## src/rtl/load_store_unit_if.sv

```systemverilog
// Core request/response and data-memory signals of the load/store unit.
// slave: the unit itself; master: the core plus the attached memory.
interface load_store_unit_if;
  logic        req_valid;
  logic        req_ready;
  logic        req_we;
  logic [1:0]  req_size;
  logic        req_unsigned;
  logic [31:0] req_addr;
  logic [31:0] req_wdata;
  logic        resp_valid;
  logic [31:0] resp_rdata;
  logic        resp_err;
  logic        mem_read;
  logic        mem_write;
  logic [31:0] mem_addr;
  logic [31:0] mem_wdata;
  logic [31:0] mem_rdata;

  modport slave (
    input  req_valid, req_we, req_size, req_unsigned, req_addr, req_wdata, mem_rdata,
    output req_ready, resp_valid, resp_rdata, resp_err,
    output mem_read, mem_write, mem_addr, mem_wdata
  );

  modport master (
    output req_valid, req_we, req_size, req_unsigned, req_addr, req_wdata, mem_rdata,
    input  req_ready, resp_valid, resp_rdata, resp_err,
    input  mem_read, mem_write, mem_addr, mem_wdata
  );
endinterface

```

## src/rtl/load_store_unit.sv

```systemverilog
// Byte/half/word load-store unit; response 1 (error), 2 (sw), 3 (load) or 4 (sb/sh RMW) cycles after accept.
// One access in flight: req_ready only in IDLE, requests presented while busy are ignored.
module load_store_unit #(
  parameter int DEPTH_WORDS = 64
) (
  input  logic               clk,
  input  logic               rst,
  load_store_unit_if.slave   bus
);

  typedef enum logic [2:0] {IDLE, RD, RDW, WR, RESP} state_t;

  state_t      state, state_nxt;
  logic        we_q, uns_q, err_q;
  logic [1:0]  size_q;
  logic [31:0] addr_q, wdata_q, rdata_q;
  logic        accept, req_err;
  logic [4:0]  sh;
  logic [31:0] lane_data, load_ext, merged;

  assign accept = bus.req_valid && bus.req_ready;

  always_comb begin
    req_err = 1'b0;
    case (bus.req_size)
      2'b01:   req_err = bus.req_addr[0];
      2'b10:   req_err = |bus.req_addr[1:0];
      2'b11:   req_err = 1'b1;
      default: req_err = 1'b0;
    endcase
    if ({2'b00, bus.req_addr[31:2]} >= 32'(DEPTH_WORDS))
      req_err = 1'b1;
  end

  always_ff @(posedge clk or negedge rst) begin
    if (!rst) state <= IDLE;
    else      state <= state_nxt;
  end

  // Sub-word stores take the read path first so the untouched lanes can be merged.
  always_comb begin
    state_nxt = state;
    case (state)
      IDLE: if (accept) begin
        if (req_err)                                  state_nxt = RESP;
        else if (!bus.req_we || bus.req_size != 2'b10) state_nxt = RD;
        else                                           state_nxt = WR;
      end
      RD:      state_nxt = RDW;
      RDW:     state_nxt = we_q ? WR : RESP;
      WR:      state_nxt = RESP;
      RESP:    state_nxt = IDLE;
      default: state_nxt = IDLE;
    endcase
  end

  always_comb begin
    bus.req_ready  = (state == IDLE) && rst;
    bus.mem_read   = (state == RD);
    bus.mem_write  = (state == WR);
    bus.mem_wdata  = (state == WR) ? wdata_q : 32'd0;
    bus.mem_addr   = {2'b00, addr_q[31:2]};
    bus.resp_valid = (state == RESP);
    bus.resp_err   = (state == RESP) && err_q;
    bus.resp_rdata = rdata_q;
  end

  assign sh        = {addr_q[1:0], 3'b000};
  assign lane_data = bus.mem_rdata >> sh;

  always_comb begin
    case (size_q)
      2'b00:   load_ext = {{24{lane_data[7]  & ~uns_q}}, lane_data[7:0]};
      2'b01:   load_ext = {{16{lane_data[15] & ~uns_q}}, lane_data[15:0]};
      default: load_ext = bus.mem_rdata;
    endcase
    case (size_q)
      2'b00:   merged = (bus.mem_rdata & ~(32'h0000_00FF << sh)) | ({24'd0, wdata_q[7:0]}  << sh);
      2'b01:   merged = (bus.mem_rdata & ~(32'h0000_FFFF << sh)) | ({16'd0, wdata_q[15:0]} << sh);
      default: merged = wdata_q;
    endcase
  end

  // rdata_q is cleared at accept so stores and errors respond with zero.
  always_ff @(posedge clk or negedge rst) begin
    if (!rst) begin
      we_q    <= 1'b0;
      uns_q   <= 1'b0;
      err_q   <= 1'b0;
      size_q  <= 2'b00;
      addr_q  <= 32'd0;
      wdata_q <= 32'd0;
      rdata_q <= 32'd0;
    end else if (accept) begin
      we_q    <= bus.req_we;
      uns_q   <= bus.req_unsigned;
      err_q   <= req_err;
      size_q  <= bus.req_size;
      addr_q  <= bus.req_addr;
      wdata_q <= bus.req_wdata;
      rdata_q <= 32'd0;
    end else if (state == RDW) begin
      if (we_q) wdata_q <= merged;
      else      rdata_q <= load_ext;
    end
  end

endmodule
```

## src/flat_wrapper.sv

```systemverilog
// flat-port wrapper written by rule: the top's interface ports become plain ports
module load_store_unit_flat 
#(
  parameter int DEPTH_WORDS = 64
)
  (clk, rst, bus_req_valid, bus_req_we, bus_req_size, bus_req_unsigned, bus_req_addr, bus_req_wdata, bus_mem_rdata, bus_req_ready, bus_resp_valid, bus_resp_rdata, bus_resp_err, bus_mem_read, bus_mem_write, bus_mem_addr, bus_mem_wdata);
  load_store_unit_if bus_i ();
  input  logic clk;
  input  logic rst;
  input wire logic [$bits(bus_i.req_valid)-1:0] bus_req_valid;
  input wire logic [$bits(bus_i.req_we)-1:0] bus_req_we;
  input wire logic [$bits(bus_i.req_size)-1:0] bus_req_size;
  input wire logic [$bits(bus_i.req_unsigned)-1:0] bus_req_unsigned;
  input wire logic [$bits(bus_i.req_addr)-1:0] bus_req_addr;
  input wire logic [$bits(bus_i.req_wdata)-1:0] bus_req_wdata;
  input wire logic [$bits(bus_i.mem_rdata)-1:0] bus_mem_rdata;
  output wire logic [$bits(bus_i.req_ready)-1:0] bus_req_ready;
  output wire logic [$bits(bus_i.resp_valid)-1:0] bus_resp_valid;
  output wire logic [$bits(bus_i.resp_rdata)-1:0] bus_resp_rdata;
  output wire logic [$bits(bus_i.resp_err)-1:0] bus_resp_err;
  output wire logic [$bits(bus_i.mem_read)-1:0] bus_mem_read;
  output wire logic [$bits(bus_i.mem_write)-1:0] bus_mem_write;
  output wire logic [$bits(bus_i.mem_addr)-1:0] bus_mem_addr;
  output wire logic [$bits(bus_i.mem_wdata)-1:0] bus_mem_wdata;
  assign bus_i.req_valid = bus_req_valid;
  assign bus_i.req_we = bus_req_we;
  assign bus_i.req_size = bus_req_size;
  assign bus_i.req_unsigned = bus_req_unsigned;
  assign bus_i.req_addr = bus_req_addr;
  assign bus_i.req_wdata = bus_req_wdata;
  assign bus_i.mem_rdata = bus_mem_rdata;
  assign bus_req_ready = bus_i.req_ready;
  assign bus_resp_valid = bus_i.resp_valid;
  assign bus_resp_rdata = bus_i.resp_rdata;
  assign bus_resp_err = bus_i.resp_err;
  assign bus_mem_read = bus_i.mem_read;
  assign bus_mem_write = bus_i.mem_write;
  assign bus_mem_addr = bus_i.mem_addr;
  assign bus_mem_wdata = bus_i.mem_wdata;
  load_store_unit #(.DEPTH_WORDS(DEPTH_WORDS)) u_core (.clk(clk), .rst(rst), .bus(bus_i));
endmodule
```

## config.mk

```make
export PLATFORM = sky130hd
export DESIGN_NAME = load_store_unit_flat
export DESIGN_NICKNAME = d
export VERILOG_FILES = /design/src/rtl/load_store_unit_if.sv /design/src/rtl/load_store_unit.sv /design/src/flat_wrapper.sv
export SDC_FILE = /design/constraint.sdc
export NUM_CORES = 1
export LEC_CHECK = 0
export CORE_MARGIN = 5
export CORE_UTILIZATION = 50
export CTS_BUF_LIST = sky130_fd_sc_hd__clkbuf_4 sky130_fd_sc_hd__clkbuf_8
export DETAILED_ROUTE_END_ITERATION = 8
export PLACE_DENSITY = 0.93
export SLEW_MARGIN = 40
export SYNTH_ARGS = -nofsm -noshare
export SYNTH_HDL_FRONTEND = slang
export SYNTH_SLANG_ARGS = --single-unit
```

## constraint.sdc

```tcl
create_clock -name clk -period 4.7 [get_ports clk]
set_input_delay 0.94 -clock clk [delete_from_list [all_inputs] [get_ports clk]]
set_output_delay 0.94 -clock clk [all_outputs]
set_load 0.03 [all_outputs]
```

# Word-level counts from Yosys, hierarchy flattened
# Index checks and enable logic that the tools add are counted.
totals:
  ff_bits: 104
  inputBits: 103
  output_inout_bits: 101
  word_cells: 63
classes:
  magnitude_cmp: 1
  n_eq_ne: 11
  shifts: 5
  mux: 16
  n_bitwise: 9
  reduce_logical: 13
ops:
  columns: ["op", "count"]
  rows:
  - ["$mux W32", 7]
  - ["$pmux W32 S2", 2]
  - ["$and A32 B32 Y32", 2]
  - ["$not A32 Y32", 2]
  - ["$or A32 B32 Y32", 2]
  - ["$shl A16 B5 Y32", 1]
  - ["$shl A16 B5 Y32 const A", 1]
  - ["$shl A8 B5 Y32", 1]
  - ["$shl A8 B5 Y32 const A", 1]
  - ["$shr A32 B5 Y16", 1]
  - ["$ge A30 B7 Y1 const B", 1]
  - ["$pmux W3 S4", 1]
  - ["$mux W3", 3]
  - ["$eq A3 B2 Y1 const B", 2]
  - ["$eq A2 B1 Y1 const B", 2]
  - ["$eq A2 B2 Y1 const B", 2]
  - ["$ne A2 B2 Y1 const B", 2]
  - ["$reduce_bool A2 Y1", 2]
  - ["$eq A3 B1 Y1 const B", 1]
  - ["$eq A3 B3 Y1 const B", 1]
  - ["$logic_and A1 B1 Y1", 3]
  - ["$logic_not A3 Y1", 1]
  - ["$pmux W1 S3", 1]
  - ["$reduce_and A3 Y1", 1]
  - ["other kinds (11)", 12]

# Logic depth before layout (Yosys ltp)
depth:
  ltp_word: 8
  depth_mapped: 9

# Worst setup path after synthesis
# OpenSTA, ideal clock, no wires.
synth_timing:
  path_type: "register to output"
  startpoint: "register u_core.state[0]"
  endpoint: "output bus_resp_err"
  arrival_ns: 1.631
  required_time_ns: 3.760
  setup_slack_ns: 2.129
  stages_incl_launch_ff: 3
  path_cell_list: "dfrtp_1 > nor3b_1 > and2_1"
synth_via:
  elab_chain_len: 2
synth_rtl:
  columns: ["element", "line", "text"]
  rows:
  - ["start: declaration", "load_store_unit.sv:13", "state_t state, state_nxt;"]
  - ["start signal: assignment", "load_store_unit.sv:37", "else state <= state_nxt;"]
  - ["$eq A3 B3 Y1", null, null]
  - ["via bus_resp_valid", "flat_wrapper.sv:18", "output wire logic [$bits(bus_i.resp_valid)-1:0] bus_resp_valid;"]
  - ["$logic_and A1 B1 Y1", "load_store_unit.sv:64", "bus.resp_err = (state == RESP) && err_q;"]
  - ["end: declaration", "flat_wrapper.sv:20", "output wire logic [$bits(bus_i.resp_err)-1:0] bus_resp_err;"]
# The timed path passes the listed nets, and every way through them passes these cells.

# Worst setup path in the final report
layout_timing:
  startpoint: "register u_core.state[2]"
  endpoint: "output bus_mem_wdata[8]"
layout_via:
  elab_chain_len: 2
layout_rtl:
  columns: ["element", "line", "text"]
  rows:
  - ["$eq A3 B2 Y1", "load_store_unit.sv:61", "bus.mem_wdata = (state == WR) ? wdata_q : 32'd0;"]
  - ["$mux W32", "load_store_unit.sv:61", null]
  - ["end: declaration", "flat_wrapper.sv:24", "output wire logic [$bits(bus_i.mem_wdata)-1:0] bus_mem_wdata;"]
# Every way passes these cells.

==> results.yml <==
routing:
  firstDrtPassIters: 7
  wl_per_cell_um: 21.2
  via_per_inst: 6.20
  drcViolationCount: 0
  met2_length_um: 9640
  routed.top_layer: "met4"
  wl_met3_um: 2200
  vias: 5804
  met1_length_um: 7120
  antenna_left: 0
  drt_wl_total_um: 19800
  drt-initial-drc-count: 812
layout:
  area_growth_pct: 35.3
  layout_common_cells: "clkdlybuf4s50_1 (200), nand2_1 (127), dfrtp_1 (103)"
  drive_gt1_frac: 0.0607
  fin_util: 0.685
  nNetsFinal: 893
  final_common_cell: "clkdlybuf4s50_1"
  fillers: 907
sta:
  fin_crit_sh: 0.702
  fmax_mhz: 303
  skew_ns: 0.0174
  hold_violations: 0
  whs_ns: 0.364
  finalSetupViolCount: 0
  period_needed_ns: 3.30
  worst_pin_slew_ns: 0.886
  grt_setup_unrepaired: "false"
  setup_tns_ns: 0
  max-slew-margin-rel: 0.401
  slew_viol_final: 0
yosys:
  synth-edff-count: 0
  synth_area_um2: 5730
  syn_inst: 644
  ys_types: 50
  ys.flop_type: "dfrtp_1"
  yosys_warnings: 0
  ys_seq_area_frac: 0.454
  yosys.area.top_type_share: 0.454
  yosys-top-cells-area: "dfrtp_1 (45%), nand2_1 (8.4%), a21oi_1 (4.8%)"
  yosysTopAreaCell: "dfrtp_1"
  async_flop_share: 1.00
  synth.ff_latch_count: 104
  avgSynthCellArea_um2: 8.89
die:
  io-pin-count: 204
  initial_core_util: 0.506
  die_w_um: 117
  dieArea_um2: 13700
  core_um2: 11300
  row_count: 39
  die_h_um: 117
clock_tree:
  path_clk_slew_ns: 0.11
  numClockSinks: 104
  cts_tree: "yes"
  clk_latency_ns: 0.38
  numCtsBuffers: 9
  cts_resized: 0
  cts_max_level: 3
  hold_buffers: 0
  ctsLongestPathBuffers: 2
  clockRootBuffer: "clkbuf_8"
  cts_setup_buffers: 0
critical_path:
  r2r_start: "u_core.addr_q[1]"
  cp-end-kind: "output port"
  setup.worst_path.class: "reg -> out"
  startpoint: "u_core.state[2]"
  cp.arrival_ns: 2.36
  worstPathMaxFanout: 34
  crit_path_start_kind: "flop"
  critPathRequiredTime_ns: 3.76
global_route:
  antenna_found_initial: 1
  grt_pass1_vias: 5513
  grt_pass1_wl_um: 29800
  grt-ovfl-total: 0
  grt_start_max_net_pins: 53
  grtUsageTotal: 0.282
power:
  powerDensity_nw_per_um2: 302
  p_leak_nw: 3.23
  vdd_ir_drop_max_v: 0.000185
run:
  cap_violations: 0
placement:
  port_buffers: 201
  gp_congestion: 1.00
  hpwl_um: 14600
min_path:
  hold_class: "in -> async"
outcome:
  outcome: "finished, final reports clean"
-- Yosys cell counts, drive strengths merged (2+ instances only) --
library cell and number:
o22ai 29, nor2b 6, a22o 7, inv 3, o31a 5, dfrtp 104
a22oi 35, nor2 13, o21ai 46, a31o 2, a222oi 7, nand2 128
a21oi 56, nor4 6, nor3b 2, buf 56, mux2i 8, and2 37
o2bb2ai 12, ha 4, nand2b 19, nor3 3, clkbuf 22, nand3 8
a21bo 5, a31oi 7
-- worst paths after layout --
path                                      endpoint  slack (ns)  depth (start not counted)
worst min-delay path              u_core.addr_q[3]        0.36                          1
worst min register to register    u_core.addr_q[2]        0.48                          2
worst max-delay path              bus_mem_wdata[8]        1.40                          3
max in group asynchronous         u_core.addr_q[1]        2.78                          3
min in group clk                  u_core.addr_q[2]        0.48                          2
worst max register to register  u_core.wdata_q[20]        1.96                          5
-- critical path: stages, from the launching register on --
cell	delay, ns
dfrtp_1	0.46
and3b_2	0.61
and2_1	0.24
clkdlybuf4s50_1	0.68
-- stage by stage --
step	area, um2	power [mW]	worst slack, ns	instances
floorplan	5730	1.53	2.13	645
global placement	7530	1.76	1.53	918
detailed placement	7560	1.79	1.36	918
CTS	7740	2.32	1.41	934
global route	7750	2.44	1.31	936
finish	7750	2.34	1.40	936
-- registers in the layout (all words and copies together) (netlist names) --
signal and count:
u_core.we_q 1, u_core.wdata_q 32, u_core.state 3, u_core.err_q 1, u_core.uns_q 1, u_core.addr_q 32
u_core.bus.resp_rdata 32, u_core.size_q 2
-- cell type report --
type / count / area, um2 / area share
clock inverters: 5 / 38.8 / 0.00500
well taps: 143 / 179 / 0.0231
clock buffers: 11 / 145 / 0.0187
multi-input cells: 460 / 2710 / 0.349
repair buffers: 208 / 2060 / 0.266
diodes: 2 / 5.00 / 0.000646
inverters: 3 / 11.3 / 0.00145
flip-flops and latches: 104 / 2600 / 0.336
-- routing by layer --
metal	vias to the layer above	GRT usage
li1	2547	-
met1	2795	0.364
met2	377	0.452
met3	85	0.0710
met4	0	0.124
met5	-	0
-- power breakdown --
group | switching (mW) | total (mW) | leakage, nW | internal [mW]
clock | 0.326 | 0.544 | 0.0942 | 0.219
sequential | 0.0919 | 1.08 | 1.31 | 0.987
combinational | 0.413 | 0.715 | 1.82 | 0.303
total | 0.830 | 2.34 | 3.23 | 1.51
-- cell families after synthesis --
| logic type | count (synthesis) | share of synthesized area |
|---|---|---|
| and+or+nand+nor | 232 | 0.199 |
| AOI/OAI and AO/OA | 214 | 0.241 |
| DFF | 104 | 0.454 |
| buffers and inverters | 81 | 0.0808 |
| muxes | 8 | 0.0153 |
| adders and majority gates | 4 | 0.00874 |
| other | 1 | 0.000655 |
(Power assumes the default switching activity.)
